<file path="src/rtl/l2_per_apb_responder.sv">
// L2 peripheral request port to APB3 bridge.
// Accepts one req/gnt transaction at a time, runs it as an APB SETUP/ACCESS
// pair and returns a single r_valid pulse with rdata, error flag and aux tag.
// A hung peripheral is aborted after TIMEOUT_CYCLES ACCESS cycles and reported
// as an error response carrying the 0xBADACCE5 pattern.
module l2_per_apb_responder #(
    parameter int ADDR_WIDTH     = 32,
    parameter int DATA_WIDTH     = 32,
    parameter int BE_WIDTH       = DATA_WIDTH / 8,
    parameter int AUX_WIDTH      = 4,
    parameter int TIMEOUT_CYCLES = 255
) (
    input  logic                  clk,
    input  logic                  rst,
    input  logic                  data_req_i,
    input  logic [ADDR_WIDTH-1:0] data_add_i,
    input  logic                  data_wen_i,
    input  logic [DATA_WIDTH-1:0] data_wdata_i,
    input  logic [BE_WIDTH-1:0]   data_be_i,
    input  logic [AUX_WIDTH-1:0]  data_aux_i,
    output logic                  data_gnt_o,
    output logic                  data_r_valid_o,
    output logic [DATA_WIDTH-1:0] data_r_rdata_o,
    output logic                  data_r_opc_o,
    output logic [AUX_WIDTH-1:0]  data_r_aux_o,
    output logic [ADDR_WIDTH-1:0] paddr_o,
    output logic                  pwrite_o,
    output logic                  psel_o,
    output logic                  penable_o,
    output logic [DATA_WIDTH-1:0] pwdata_o,
    output logic [BE_WIDTH-1:0]   pstrb_o,
    input  logic [DATA_WIDTH-1:0] prdata_i,
    input  logic                  pready_i,
    input  logic                  pslverr_i
);

    typedef enum logic [1:0] {IDLE, SETUP, ACCESS, RESP} state_t;

    localparam int CNT_W = (TIMEOUT_CYCLES > 1) ? $clog2(TIMEOUT_CYCLES) : 1;
    localparam logic [CNT_W-1:0] CNT_LAST =
        (TIMEOUT_CYCLES > 0) ? CNT_W'(TIMEOUT_CYCLES - 1) : '0;
    localparam logic [DATA_WIDTH-1:0] ERR_DATA = DATA_WIDTH'(32'hBADA_CCE5);

    state_t               state;
    state_t               state_nxt;
    logic [CNT_W-1:0]     cnt;
    logic [AUX_WIDTH-1:0] aux_q;
    logic                 grant;
    logic                 timeout_hit;

    assign grant       = data_req_i && (state == IDLE || state == RESP);
    assign timeout_hit = (TIMEOUT_CYCLES > 0) && !pready_i && (cnt == CNT_LAST);

    // State register; reset drops any in-flight access without a response.
    always_ff @(posedge clk or posedge rst) begin
        if (rst) state <= IDLE;
        else     state <= state_nxt;
    end

    // Next-state decode: grants only from IDLE/RESP, pready beats the timeout.
    always_comb begin
        state_nxt = state;
        case (state)
            IDLE:    if (grant) state_nxt = SETUP;
            SETUP:   state_nxt = ACCESS;
            ACCESS:  if (pready_i || timeout_hit) state_nxt = RESP;
            RESP:    state_nxt = grant ? SETUP : IDLE;
            default: state_nxt = IDLE;
        endcase
    end

    // Handshake outputs decoded from state so they fall with the async reset.
    always_comb begin
        data_gnt_o     = grant;
        psel_o         = (state == SETUP) || (state == ACCESS);
        penable_o      = (state == ACCESS);
        data_r_valid_o = (state == RESP);
    end

    // Request latch: capture the granted transaction for the APB side.
    always_ff @(posedge clk or posedge rst) begin
        if (rst) begin
            paddr_o  <= '0;
            pwrite_o <= 1'b0;
            pwdata_o <= '0;
            pstrb_o  <= '0;
            aux_q    <= '0;
        end else if (grant) begin
            paddr_o  <= data_add_i;
            pwrite_o <= !data_wen_i;
            pwdata_o <= data_wdata_i;
            pstrb_o  <= data_wen_i ? '0 : data_be_i;
            aux_q    <= data_aux_i;
        end
    end

    // Wait-state counter: cleared in SETUP, counts ACCESS cycles without pready.
    always_ff @(posedge clk or posedge rst) begin
        if (rst)                               cnt <= '0;
        else if (state == SETUP)               cnt <= '0;
        else if (state == ACCESS && !pready_i) cnt <= cnt + 1'b1;
    end

    // Response registers: loaded on completion or abort, held otherwise.
    always_ff @(posedge clk or posedge rst) begin
        if (rst) begin
            data_r_rdata_o <= '0;
            data_r_opc_o   <= 1'b0;
            data_r_aux_o   <= '0;
        end else if (state == ACCESS) begin
            if (pready_i) begin
                data_r_rdata_o <= pwrite_o ? '0 : prdata_i;
                data_r_opc_o   <= pslverr_i;
                data_r_aux_o   <= aux_q;
            end else if (timeout_hit) begin
                data_r_rdata_o <= ERR_DATA;
                data_r_opc_o   <= 1'b1;
                data_r_aux_o   <= aux_q;
            end
        end
    end

endmodule

</file>
<file path="config.mk">
export PLATFORM = sky130hd
export DESIGN_NAME = l2_per_apb_responder
export DESIGN_NICKNAME = d
export VERILOG_FILES = /design/src/rtl/l2_per_apb_responder.sv
export SDC_FILE = /design/constraint.sdc
export NUM_CORES = 1
export LEC_CHECK = 0
export BUFFER_PORTS_ARGS = -buffer_cell sky130_fd_sc_hd__buf_2
export CAP_MARGIN = 10
export CELL_PAD_IN_SITES_DETAIL_PLACEMENT = 1
export CELL_PAD_IN_SITES_GLOBAL_PLACEMENT = 2
export CORE_ASPECT_RATIO = 1.75
export CORE_UTILIZATION = 27
export CTS_CLUSTER_DIAMETER = 40
export DETAILED_ROUTE_END_ITERATION = 7
export PLACE_DENSITY_LB_ADDON = 0.1
export SLEW_MARGIN = 5
export SYNTH_ARGS = -nofsm -noshare
export SYNTH_HDL_FRONTEND = slang
export SYNTH_SLANG_ARGS = --single-unit
</file>
<file path="constraint.sdc">
create_clock -name clk -period 5.25 [get_ports clk]
set_input_delay 1.05 -clock clk [delete_from_list [all_inputs] [get_ports clk]]
set_output_delay 1.05 -clock clk [all_outputs]
set_load 0.005 [all_outputs]
</file>
# Word level (Yosys, flattened, before mapping)
# Cells that the tools add are included.
[op_classes] addsub=1 reduce_logical=13 n_mux=14 n_eq_ne=6
[op_table] operator="32-bit 2-to-1 mux" n=3
[op_table] operator="8-bit 2-to-1 mux" n=2
[op_table] operator="4-bit 2-to-1 mux" n=3
[op_table] operator="8-bit by 1-bit adder with 8-bit output (second input constant)" n=1
[op_table] operator="8-bit == test (second input constant)" n=1
[op_table] operator="2-bit one-hot mux with 4 select lines" n=1
[op_table] operator="2-bit == test (second input constant)" n=2
[op_table] operator="2-bit 2-to-1 mux" n=2
[op_table] operator="2-bit AND reduction" n=2
[op_table] operator="2-bit nonzero test" n=2
[op_table] operator="1-bit logical AND" n=3
[op_table] operator="1-bit logical OR" n=3
[op_table] operator="1-bit 2-to-1 mux" n=3
[op_table] operator="2-bit by 1-bit == test with 1-bit output (second input constant)" n=1
[op_table] operator="1-bit logical NOT" n=2
[op_table] operator="2-bit logical NOT" n=1
[op_table] operator="2-bit by 1-bit != test with 1-bit output (second input constant)" n=1
[op_table] operator="2-bit != test (second input constant)" n=1
[word_totals] regBits=120 elab_cells=44 inputBits=110 output_inout_bits=110

# Logic depth before layout (Yosys ltp)
[logic_depth] ltp_word=5 depth_mapped=8 mapped_depth_nobuf=6

# Worst setup path before layout
# No wires, ideal clock.
[synth_timing] path_kind="input to output" startpoint="in data_req_i" endpoint="out data_gnt_o" t_required_ns=4.200 path_buffers=1 cell_stages=3 t_arrival_ns=1.521 slack_ns=2.679 path_cell_list="nand2b_1 > inv_2 > clkbuf_1"
[synth_via] elab_chain_len=1
[synth_lines] item="start, declared" line="15" source="input logic data_req_i,"
[synth_lines] item="1-bit logical AND" line="51" source="assign grant = data_req_i && (state == IDLE || state == RESP);"
[synth_lines] item="end, declared" line="21" source="output logic data_gnt_o,"
# Every way passes these cells.

# Worst setup path after layout
[layout_timing] startpoint="reg state[0]" endpoint="out data_gnt_o"
[layout_via] elab_chain_len=3 word_cells_on_any_way=4 classes_between="1 x eq/ne; 3 x reduce/logical"
[layout_lines] item="start, declared" line="44" source="state_t state;"
[layout_lines] item="start signal, assigned" line="57" source="else state <= state_nxt;"
[layout_lines] item="2-bit == test / 2-bit logical NOT (equally long branches)" line="51"
[layout_lines] item="1-bit logical OR *" line="51"
[layout_lines] item="1-bit logical AND *" line="51"
# Every way passes the cells marked *; elsewhere a longest branch is shown, timed or not.

==> results.cfg <==
[drt]
vias_per_cell = 4.44
drtAntennaViolNets = 0
route.detailed.wl_per_inst_um = 15.2
drc_errors = 0
drtIter0Drc = 131
drt-total-wl_mm = 14.7
vias = 4302
detailedRoute.firstPassIterationCount = 4

[timing]
report.final.setup_viol = 0
clock-skew-final_ns = 0.0106
fmax_mhz = 284
period_minus_slack_ns = 3.52
worst_pin_slew_ns = 1.04
timing_max_transition_violations_final = 0
tns_ns = 0
hold-worst-slack_ns = 0.459
timing.final.hold_violations = 0
final_critical_path_setup_slack_ns = 1.73
rsz0062_at_grt = false
period_share = 0.671
timing.max_slew.rel_slack = 0.304

[grt]
grt_pass1_wl_mm = 24.9
first_global_vias = 4821
grt_antenna_before_repair = 2
grt_max_degree = 84
grt_overflow = 0
global_route.usage.met2 = 0.323
global_route.usage.total = 0.169
globalRouteMet3Util = 0.0551
grt_busiest_layer = met2
grt.met1_usage = 0.170

[run]
drv.max_cap_violation_count = 0

[clocking]
clock_pin_slew_of_the_registers_on_the_worst_case_setup_and_hold_paths_ns = 0.06
cts-resized-gates = 0
clk-insertion-delay-late_ns = 0.41
post_cts_hold_buffer_count = 0
post_cts_buffers = 0
clock-sinks = 120
clk_path_buf_depth = 2
tritoncts = built
cts-htree-levels = 4
numCtsBuffers = 17
clockRootBuffer = sky130_fd_sc_hd__clkbuf_16

[min_path]
hp-class = reg2reg
min_from = data_r_rdata_o[1]

[floorplanning]
core_area_mm2 = 0.0175
die_x_um = 104
dieArea_mm2 = 0.0186
start_util = 0.278
io_pins = 220
die_h_um = 180
number_of_rows_in_the_core_area = 64

[setup_path]
cp_slowest_stage_delay_ns = 0.57
crit_path_end_kind = output pin
critical_path.max_fanout = 73
critical_path.startpoint = state[0]
slowest_stage_cell_on_the_critical_path = sky130_fd_sc_hd__buf_4
critical_path.n_buffers_inverters = 4
timing.critical_path.cells = inv_1, ha_1, nand2b_2, inv_2, buf_4, buf_2
worst_ep_arrival_time_ns = 2.47
critical_path.startpoint_type = flop
regToRegStartpoint = state[0]
timing_worst_setup_path_type = reg2out
crit_family = buffers and inverters
rrSetupSlack_ns = 2.82
crit_required_ns = 4.20

[place]
detailed_place_hpwl_mm = 10.4
placement.io_buffers = 219
placedInstanceArea_mm2 = 0.00615
place_ws_ns = 2.01
gp_routability_congestion = 0.721

[pwr]
power.ir.vdd_worst_uv = 259
total_leakage_power_nw = 3.77
cellPowerDensity_mw_per_mm2 = 649

[final_layout]
syn2layout_area_growth_pct = 40.0
finalInstanceArea_mm2 = 0.00682
post_route_cells_drive_above_1_share = 0.355
final_net_count = 839
layout.filler_cells = 2107

[yosys]
syn_nets = 625
mappedNetlistArea_mm2 = 0.00487
yosysTopAreaCell = sky130_fd_sc_hd__dfrtp_1
synth.yosys.seq_area_share = 0.617
synth_top_area_frac = 0.617
syn_inst = 509
cell_types_occupying_the_most_area_after_synthesis = sky130_fd_sc_hd__dfrtp_1 62%, sky130_fd_sc_hd__nand2_1 20%, sky130_fd_sc_hd__o22a_1 3.6%
avgSynthCellArea_um2 = 9.57
synth_cell_type_count = 31
ys.warnings.count = 0
synth.ff_latch_count = 120

[status]
outcome = completed
## sequential cells by signal, indices dropped and copies added, names as in the netlist
register        flops
data_r_rdata_o     32
paddr_o            32
pwdata_o           32
cnt                 8
aux_q               4
data_r_aux_o        4
pstrb_o             4
state               2
data_r_opc_o        1
pwrite_o            1
## routing by layer
layer | vias up | share of wire
met5 | - | 0.00088
met2 | 148 | 0.55
met4 | 2 | 0.015
met1 | 2093 | 0.37
li1 | 2045 | -
met3 | 14 | 0.069
## area by class of cell
class / instances / area [um2] / area share
multi-input cells: 357 / 1720 / 0.252
flip-flops and latches: 120 / 3000 / 0.440
repair buffers: 222 / 1120 / 0.164
well taps: 231 / 289 / 0.0424
clock inverters: 13 / 216 / 0.0317
clock buffers: 19 / 453 / 0.0664
diodes: 1 / 2.50 / 0.000367
inverters: 5 / 21.3 / 0.00312
## layout by cell type, fill, tap and decap left out, drive strengths merged
master	Yosys	layout
nand3	14	14
clkinv	0	2
o21a	2	2
nand3b	4	4
a2111oi	1	1
buf	13	222
nor2b	22	22
nand2b	2	2
and3	2	2
xor2	6	6
diode	0	1
clkinvlp	0	3
o2111ai	1	1
nor3	1	1
inv	5	8
ha	6	6
nand4	5	5
dfrtp	120	120
o22a	20	20
a211oi	1	1
nand2	254	254
a21boi	1	1
o31a	1	1
a21oi	1	1
nor2	8	8
o21ai	4	4
xnor2	1	1
clkbuf	14	19
bufinv	0	5
## power by group
| group | total, W | internal [W] | switching, W |
|---|---|---|---|
| registers | 0.00161 | 0.00136 | 0.000253 |
| logic | 0.00150 | 0.000642 | 0.000854 |
| clock network | 0.00132 | 0.000874 | 0.000447 |
| total | 0.00443 | 0.00287 | 0.00155 |
## through the flow
| step | cells | utilization | total power [W] |
|---|---|---|---|
| floorplan | 509 | - | 0.00246 |
| global route | 968 | 0.389 | 0.00480 |
| global placement | 935 | 0.351 | 0.00311 |
| CTS | 967 | 0.389 | 0.00453 |
| finish | 968 | 0.389 | 0.00443 |
| detailed placement | 935 | 0.351 | 0.00318 |
## tightest hold or removal path, cell delays in order, from the launching register on
cell and delay, ns:
sky130_fd_sc_hd__dfrtp_1 0.34, sky130_fd_sc_hd__nand2_1 0.05, sky130_fd_sc_hd__nand2_1 0.04
## logic make-up after synthesis
family,share of synthesized area
and+or+nand+nor,0.265
DFF,0.617
buffers and inverters,0.0316
AOI/OAI and AO/OA,0.0591
xor gates and xnor gates,0.0126
adders and majority gates,0.0154
## cell usage after synthesis (all sizes together)
master   instances
inv              5
xnor2            1
o21a             2
dfrtp          120
nor3             1
clkbuf          14
nand3           14
o2111ai          1
and3             2
a21oi            1
o22a            20
nand2b           2
xor2             6
nand4            5
nor2             8
nand2          254
a211oi           1
o21ai            4
ha               6
buf             13
a21boi           1
nor2b           22
nand3b           4
o31a             1
a2111oi          1
## path summary, 6_finish.rpt
kind                                     endpoint  cells past startpoint
min in group asynchronous              paddr_o[1]                      2
worst max register to register    data_r_aux_o[0]                      6
worst max-delay path                   data_gnt_o                      6
max in group asynchronous              paddr_o[4]                      3
worst min register to register  data_r_rdata_o[1]                      2
worst min-delay path            data_r_rdata_o[1]                      2
No activity file was read; power rests on OpenSTA's default activity.
